## src/rtl/s_mem_sched_pkg.sv

```systemverilog
// Shared types and constants for the RC4 S-memory phase scheduler.
// Requester indices double as the phase_done/req/gnt bit positions.
package s_mem_sched_pkg;

    localparam int ADDR_W  = 8;
    localparam int DATA_W  = 8;
    localparam int NUM_REQ = 3;

    localparam int REQ_INIT = 0;
    localparam int REQ_KSA  = 1;
    localparam int REQ_PRGA = 2;

    typedef enum logic [2:0] {
        ST_IDLE  = 3'd0,
        ST_INIT  = 3'd1,
        ST_KSA   = 3'd2,
        ST_PRGA  = 3'd3,
        ST_DONE  = 3'd4,
        ST_ERROR = 3'd5
    } sched_state_t;

    // Phase in which a given requester owns the memory port.
    function automatic sched_state_t req_phase(input int idx);
        case (idx)
            REQ_INIT: return ST_INIT;
            REQ_KSA:  return ST_KSA;
            default:  return ST_PRGA;
        endcase
    endfunction

endpackage

```

## src/rtl/s_mem_port_mux.sv

```systemverilog
// Grant gating, memory port mux and one-cycle read-valid pipeline for the
// three S-memory requesters. active is one-hot of the phase owning the port.
module s_mem_port_mux #(
    parameter int ADDR_W = s_mem_sched_pkg::ADDR_W,
    parameter int DATA_W = s_mem_sched_pkg::DATA_W
) (
    input  logic                                   clk,
    input  logic                                   reset,
    input  logic [s_mem_sched_pkg::NUM_REQ-1:0]        active,
    input  logic [s_mem_sched_pkg::NUM_REQ-1:0]        req,
    input  logic [s_mem_sched_pkg::NUM_REQ-1:0]        wren,
    input  logic [s_mem_sched_pkg::NUM_REQ*ADDR_W-1:0] addr,
    input  logic [s_mem_sched_pkg::NUM_REQ*DATA_W-1:0] wdata,
    output logic [s_mem_sched_pkg::NUM_REQ-1:0]        gnt,
    output logic [s_mem_sched_pkg::NUM_REQ-1:0]        rvalid,
    output logic [ADDR_W-1:0]                      mem_addr,
    output logic [DATA_W-1:0]                      mem_wdata,
    output logic                                   mem_wren
);
    import s_mem_sched_pkg::*;

    logic [NUM_REQ-1:0] rvalid_reg;
    logic [NUM_REQ-1:0] rvalid_next;

    for (genvar gi = 0; gi < NUM_REQ; gi++) begin : g_req
        assign gnt[gi]         = req[gi] & active[gi];
        assign rvalid_next[gi] = gnt[gi] & ~wren[gi];
    end

    // gnt is one-hot or zero, so a priority-free select is safe.
    always_comb begin
        mem_addr  = '0;
        mem_wdata = '0;
        mem_wren  = 1'b0;
        for (int i = 0; i < NUM_REQ; i++) begin
            if (gnt[i]) begin
                mem_addr  = addr[i*ADDR_W +: ADDR_W];
                mem_wdata = wdata[i*DATA_W +: DATA_W];
                mem_wren  = wren[i];
            end
        end
    end

    always_ff @(posedge clk or posedge reset) begin
        if (reset) begin
            rvalid_reg <= '0;
        end else begin
            rvalid_reg <= rvalid_next;
        end
    end

    assign rvalid = rvalid_reg;

endmodule

```

## src/rtl/s_mem_sched.sv

```systemverilog
// RC4 S-memory scheduler: sequences init -> KSA -> PRGA and arbitrates the port.
// Define SMEM_SCHED_TIMEOUT_EN to enable the per-phase watchdog and ERROR state.
module s_mem_sched #(
    parameter int ADDR_W         = s_mem_sched_pkg::ADDR_W,
    parameter int DATA_W         = s_mem_sched_pkg::DATA_W,
    parameter int TIMEOUT_CYCLES = 4096
) (
    input  logic                  clk,
    input  logic                  reset,
    input  logic                  start,
    input  logic [2:0]            req,
    input  logic [2:0]            wren,
    input  logic [3*ADDR_W-1:0]   addr,
    input  logic [3*DATA_W-1:0]   wdata,
    input  logic [2:0]            phase_done,
    output logic [2:0]            gnt,
    output logic [2:0]            rvalid,
    output logic [2:0]            phase_start,
    output logic [ADDR_W-1:0]     mem_addr,
    output logic [DATA_W-1:0]     mem_wdata,
    output logic                  mem_wren,
    output logic [2:0]            phase,
    output logic                  busy,
    output logic                  all_done,
    output logic                  seq_err,
    output logic                  timeout_err
);
    import s_mem_sched_pkg::*;

    sched_state_t       state_reg, state_next;
    logic [NUM_REQ-1:0] active;
    logic [NUM_REQ-1:0] phase_start_reg, phase_start_next;
    logic               seq_err_reg;
    logic               timeout_hit;

    for (genvar gi = 0; gi < NUM_REQ; gi++) begin : g_phase
        assign active[gi]           = (state_reg == req_phase(gi));
        assign phase_start_next[gi] = (state_next != state_reg) && (state_next == req_phase(gi));
    end

`ifdef SMEM_SCHED_TIMEOUT_EN
    logic [15:0] cnt_reg;
    logic        timeout_err_reg;

    // A matching done on the last allowed cycle still wins over the timeout.
    assign timeout_hit = busy && (cnt_reg == 16'(TIMEOUT_CYCLES - 1)) && ~|(phase_done & active);

    always_ff @(posedge clk or posedge reset) begin
        if (reset) begin
            cnt_reg         <= '0;
            timeout_err_reg <= 1'b0;
        end else begin
            if (state_next != state_reg) begin
                cnt_reg <= '0;
            end else if (busy) begin
                cnt_reg <= cnt_reg + 16'd1;
            end
            if (timeout_hit) begin
                timeout_err_reg <= 1'b1;
            end
        end
    end

    assign timeout_err = timeout_err_reg;
`else
    assign timeout_hit = 1'b0;
    assign timeout_err = 1'b0;
`endif

    always_comb begin
        state_next = state_reg;
        case (state_reg)
            ST_IDLE, ST_DONE, ST_ERROR: begin
                if (start) state_next = ST_INIT;
            end
            ST_INIT: begin
                if (phase_done[REQ_INIT])  state_next = ST_KSA;
                else if (timeout_hit)      state_next = ST_ERROR;
            end
            ST_KSA: begin
                if (phase_done[REQ_KSA])   state_next = ST_PRGA;
                else if (timeout_hit)      state_next = ST_ERROR;
            end
            ST_PRGA: begin
                if (phase_done[REQ_PRGA])  state_next = ST_DONE;
                else if (timeout_hit)      state_next = ST_ERROR;
            end
            default: state_next = ST_IDLE;
        endcase
    end

    always_ff @(posedge clk or posedge reset) begin
        if (reset) begin
            state_reg       <= ST_IDLE;
            phase_start_reg <= '0;
            seq_err_reg     <= 1'b0;
        end else begin
            state_reg       <= state_next;
            phase_start_reg <= phase_start_next;
            // Any done pulse from a requester that does not own the current phase.
            if (|(phase_done & ~active)) begin
                seq_err_reg <= 1'b1;
            end
        end
    end

    s_mem_port_mux #(
        .ADDR_W (ADDR_W),
        .DATA_W (DATA_W)
    ) u_port_mux (
        .clk       (clk),
        .reset     (reset),
        .active    (active),
        .req       (req),
        .wren      (wren),
        .addr      (addr),
        .wdata     (wdata),
        .gnt       (gnt),
        .rvalid    (rvalid),
        .mem_addr  (mem_addr),
        .mem_wdata (mem_wdata),
        .mem_wren  (mem_wren)
    );

    assign phase       = state_reg;
    assign phase_start = phase_start_reg;
    assign busy        = |active;
    assign all_done    = (state_reg == ST_DONE);
    assign seq_err     = seq_err_reg;

endmodule

```

## config.mk

```make
export PLATFORM = sky130hd
export DESIGN_NAME = s_mem_sched
export DESIGN_NICKNAME = d
export VERILOG_FILES = /design/src/rtl/s_mem_sched_pkg.sv /design/src/rtl/s_mem_port_mux.sv /design/src/rtl/s_mem_sched.sv
export SDC_FILE = /design/constraint.sdc
export NUM_CORES = 1
export LEC_CHECK = 0
export CAP_MARGIN = 20
export CORE_MARGIN = 4
export CORE_UTILIZATION = 26
export CTS_BUF_LIST = sky130_fd_sc_hd__clkbuf_8
export DETAILED_ROUTE_END_ITERATION = 10
export GPL_ROUTABILITY_DRIVEN = 1
export PLACE_DENSITY = 0.79
export SLEW_MARGIN = 20
export SYNTH_ARGS = -nofsm -noshare
export SYNTH_HDL_FRONTEND = slang
export SYNTH_SLANG_ARGS = --single-unit
```

## constraint.sdc

```tcl
create_clock -name clk -period 1.4 [get_ports clk]
set_clock_uncertainty 0.05 [all_clocks]
set_input_delay 0.28 -clock clk [delete_from_list [all_inputs] [get_ports clk]]
set_output_delay 0.28 -clock clk [all_outputs]
set_load 0.01 [all_outputs]
```

# Yosys cells after proc, flatten, opt, wreduce, memory -nomap -nowiden
# Cells that the tools add are included.
[classes]
n_bitwise = 11
mux = 14
n_reduce_logical = 7
n_eq_ne = 9
[op_table]
columns = ["operator", "count"]
rows = [
  ["$mux 8", 6],
  ["$eq 3x2->1 const B", 4],
  ["$mux 3", 4],
  ["$pmux 3 s4", 1],
  ["$reduce_or 3->1", 3],
  ["$and 1x1->1", 6],
  ["$eq 3x1->1 const B", 2],
  ["$eq 3x3->1 const B", 2],
  ["$and 3x3->3", 1],
  ["$logic_and 1x1->1", 3],
  ["$logic_not 3->1", 1],
  ["$mux 1", 3],
  ["$ne 3x3->1", 1],
  ["$not 1->1", 3],
  ["$not 3->3", 1],
]
[totals]
ff_bits = 10
word_cells = 45
out_inout_bits = 33

# Logic depth before layout (Yosys ltp)
[depth]
word_depth = 5
ltp_mapped = 6

# Hierarchy
# Synthesis repeated with hierarchy kept, for this count alone.
[hier_totals]
hier_cells = 123
hier_area_um2 = 983.4
[modules_own_cells]
columns = ["module", "instances", "area_per_inst_um2", "seq_area_each_um2", "cells_per_inst"]
rows = [
  ["s_mem_port_mux", 1, 613.1, 75.1, 86],
  ["s_mem_sched", 1, 370.4, 175.2, 37],
]

# Worst setup path before layout
# Ideal clock, no wire load.
[synth_path]
kind = "register -> output"
start = "register state_reg[2] (netlist: phase[2])"
end = "output mem_addr[6]"
arrival_ps = 1240
slack_ps = -170
stages_incl_launch_ff = 6
cell_sequence = "dfrtp_1 nor4bb_1 buf_4 buf_12 a22oi_2 nand2_1"
[synth_via]
elab_chain_len = 5
[synth_rtl]
columns = ["item", "line", "source"]
rows = [
  ["from (decl)", "s_mem_sched.sv:30", "sched_state_t state_reg, state_next;"],
  ["from (signal assigned)", "s_mem_sched.sv:98", "state_reg <= state_next;"],
  ["$eq 3x1->1", "s_mem_sched.sv:37", "assign active[gi] = (state_reg == req_phase(gi));"],
  ["$and 1x1->1", "s_mem_port_mux.sv:26", "assign gnt[gi] = req[gi] & active[gi];"],
  ["net gnt[0]", "s_mem_sched.sv:16", "output logic [2:0] gnt,"],
  ["$mux 8 (3 in a row)", "s_mem_port_mux.sv:36", "if (gnt[i]) begin"],
  ["to (decl)", "s_mem_sched.sv:19", "output logic [ADDR_W-1:0] mem_addr,"],
]
# The timed path passes the listed nets, and every way through them passes these cells.

# Worst setup path after layout
[layout_path]
start = "register state_reg[2] (netlist: phase[2])"
end = "output mem_wdata[2]"
[layout_via]
elab_chain_len = 5
[layout_rtl]
columns = ["item", "line", "source"]
rows = [
  ["$eq 3x1->1", "s_mem_sched.sv:37", ""],
  ["$and 1x1->1", "s_mem_port_mux.sv:26", ""],
  ["$mux 8 (2 in a row)", "s_mem_port_mux.sv:36", ""],
  ["$mux 8 *", "s_mem_port_mux.sv:36", ""],
  ["to (decl)", "s_mem_sched.sv:20", "output logic [DATA_W-1:0] mem_wdata,"],
]
# Every way passes the cells marked *; elsewhere a longest branch is shown, timed or not.

==> flow_metrics.py <==
metrics = {
    "synthesis": {
        "synth_area_leaders": "dfrtp_1 (30%), nand2_1 (15%), a22oi_2 (12%), a22oi_1 (7.2%), buf_4 (6.3%)",
        "synthCells": 99,
        "synth_most_common_cell": "nand2_1",
        "syn_nets": 159,
        "async_reset_ff_share_pct": 100.0,
        "synth-seq-cells": 10,
        "synthTopCellsByCount": "nand2_1 (33), dfrtp_1 (10), a22oi_1 (8), a22oi_2 (8), buf_4 (7)",
        "yosysTopAreaCellShare_pct": 29.90,
        "syn_area_um2": 837.1,
        "synth_top_flop_cell": "dfrtp_1",
        "seq_area_frac_synth_pct": 29.90,
        "synth_edf_count": 0,
        "synth_warnings": 0,
        "synth.distinct_cells": 25,
        "yosys.area.top_type": "dfrtp_1",
        "synth_area_per_cell_um2": 8.455,
    },
    "worst_setup_path": {
        "start_kind": "register",
        "cp_max_fo": 4,
        "critical_path_class": "register to output port",
        "rr_worst_depth": 6,
        "required_ns": 1.07,
        "reg2reg_slack_ns": -0.21,
        "crit_path_end_kind": "output port",
        "r2r_start": "phase[2]$_DFF_PP0_",
        "reg2reg_to": "seq_err$_DFFE_PP0P_",
        "crit_arrival_ns": 1.68,
    },
    "global_route": {
        "grt_first_pass_wirelength_um": 6975,
        "grt-ovfl-total": 0,
        "antenna_found_initial": 0,
        "grt_pass1_vias": 1344,
        "global_route.usage.met1_pct": 21.00,
        "met3_usage_pct": 8.146,
        "grt_busiest_layer": "met2",
        "grt_use_met2_pct": 39.34,
        "grt_use_total_pct": 22.22,
        "grt_start_max_net_pins": 17,
    },
    "floorplanning": {
        "die_x_um": 64.74,
        "ios": 93,
        "die_y_um": 64.74,
        "dieArea_mm2": 0.004191,
        "start_util_pct": 27.20,
        "rows": 20,
        "core_mm2": 0.003078,
    },
    "placement": {
        "placed_cells": 238,
        "place_hpwl_um": 3296,
        "portBuffers": 91,
        "gp_congestion": 0.7793,
        "place_area_mm2": 0.001864,
    },
    "clock_network": {
        "cts_made_buffers": 3,
        "clock_sinks": 10,
        "path_clk_slew_ns": 0.05,
        "cts_root_buffer": "clkbuf_8",
        "cts_max_level": 1,
        "cts_buffer_depth": 2,
        "cts_tree": "done",
        "clkLatencyLatePin_ns": 0.23,
        "hold_buffers": 0,
    },
    "timing": {
        "worst_slack_ns": -0.6101,
        "slew_viol_final": 0,
        "setup-tns-final_ns": -11.27,
        "finalHoldViolations": 0,
        "period_share_pct": 143.6,
        "setup_viol": 27,
        "rsz0062_at_grt": "true",
        "whs_ns": 0.2838,
        "fmax_mhz": 497.5,
        "min_period_ns": 2.010,
    },
    "detailed_routing": {
        "wl_um": 4898,
        "num_vias": 1259,
        "vias_per_cell": 4.842,
        "routedWlPerCell_um": 18.84,
        "drt_iter0_drc": 77,
        "dr.pass1.iters": 4,
        "route.detailed.drc": 0,
        "ant_nets": 0,
    },
    "layout": {
        "nNetsFinal": 277,
        "multi_input_area_um2": 579.3,
        "diodes": 0,
        "fin_util_pct": 70.28,
        "regArea_um2": 254.0,
        "fillers": 233,
        "area_delta_synth_final_pct": 158.4,
        "drive_above_1_share_pct": 40.74,
        "fin_cells": 260,
        "final_area_mm2": 0.002163,
    },
    "run_status": {
        "outcome": "finished, violations left",
        "violations": "setup timing",
    },
    "power": {
        "power_per_cell_area_mw_per_mm2": 1505,
        "max-vdd-ir-drop_mv": 0.7623,
        "power_leakage_nw": 1.027,
    },
    "worst_hold_path": {
        "hold_class": "primary input to asynchronous set/reset pin",
    },
    "flow_run": {
        "maxCapViolations": 0,
    },
}
## final cells by class
cell class,instances,area share (%)
repair buffers,122,55.87
multi-input cells,77,26.78
flip-flops and latches,10,11.74
clock buffers,4,2.545
well taps,44,2.545
inverters,3,0.5205
## power by group
| group | total (mW) | switching, mW | leakage [nW] | internal, mW |
|---|---|---|---|---|
| logic | 2.43 | 1.05 | 0.875 | 1.37 |
| registers | 0.462 | 0.0860 | 0.124 | 0.376 |
| clock network | 0.365 | 0.117 | 0.0288 | 0.248 |
## how the worst max path moves through the flow
stage	from	endpoint	slack (ns)	cells after the start
finish	phase[2]$_DFF_PP0_	mem_wdata[2]	-0.61	7
global route	phase[2]$_DFF_PP0_	mem_wdata[2]	-0.68	7
CTS	phase[1]$_DFF_PP0_	mem_wdata[5]	-0.58	6
detailed placement	req[1]	mem_wren	-0.95	6
global placement	req[1]	mem_wren	-0.94	6
floorplan	phase[0]$_DFF_PP0_	mem_wren	-0.14	5
## layer usage
metal | vias to the layer above | part of all wire, %
li1 | 584 | -
met1 | 586 | 33
met2 | 59 | 53
met3 | 30 | 5.7
met4 | 0 | 7.4
met5 | - | 0
## critical path, cell delays in order, from the launching register on
cell,delay [ns]
dfrtp_2,0.45
nor4bb_4,0.32
buf_4,0.17
clkbuf_16,0.13
buf_8,0.10
a22oi_2,0.07
nand2_1,0.07
buf_2,0.13
## cells by family after synthesis
logic type | synth area share (%)
flops | 29.90
other cells | 0.4480
simple gates | 28.70
compound gates | 26.01
mux | 2.541
buf+inv | 12.41
## what timing repair did
item | CTS | global route
pin swaps | 18 | 14
gates cloned | 1 | 2
resized for setup | 117 | 36
endpoints found under the setup margin | 34 | 26
buffers inserted | 8 | 10
## through the flow
step	total power [mW]	setup slack, ns
2_1_floorplan	1.360	-0.1446
3_3_place_gp	2.381	-0.9433
3_5_place_dp	2.428	-0.9483
4_1_cts	2.853	-0.5829
5_1_grt	3.443	-0.6813
6_report	3.256	-0.6101
## cells in the final DEF (no fill, tap or decap), drive strengths merged
| cell | instances |
|---|---|
| nand2 | 33 |
| and2 | 1 |
| nor3b | 3 |
| clkbuf | 6 |
| and4b | 1 |
| o22ai | 2 |
| conb | 1 |
| dlymetal6s2s | 1 |
| a21oi | 2 |
| nand2b | 1 |
| or3b | 1 |
| mux2i | 1 |
| nor2b | 2 |
| and2b | 2 |
| a311oi | 1 |
| a22oi | 16 |
| mux2 | 1 |
| nor4bb | 2 |
| nor2 | 4 |
| a221oi | 1 |
| dfrtp | 10 |
| inv | 3 |
| dlygate4sd2 | 9 |
| buf | 53 |
| a31o | 1 |
| clkdlybuf4s50 | 57 |
| o2bb2ai | 1 |
Power figures use the tool's default switching activity.
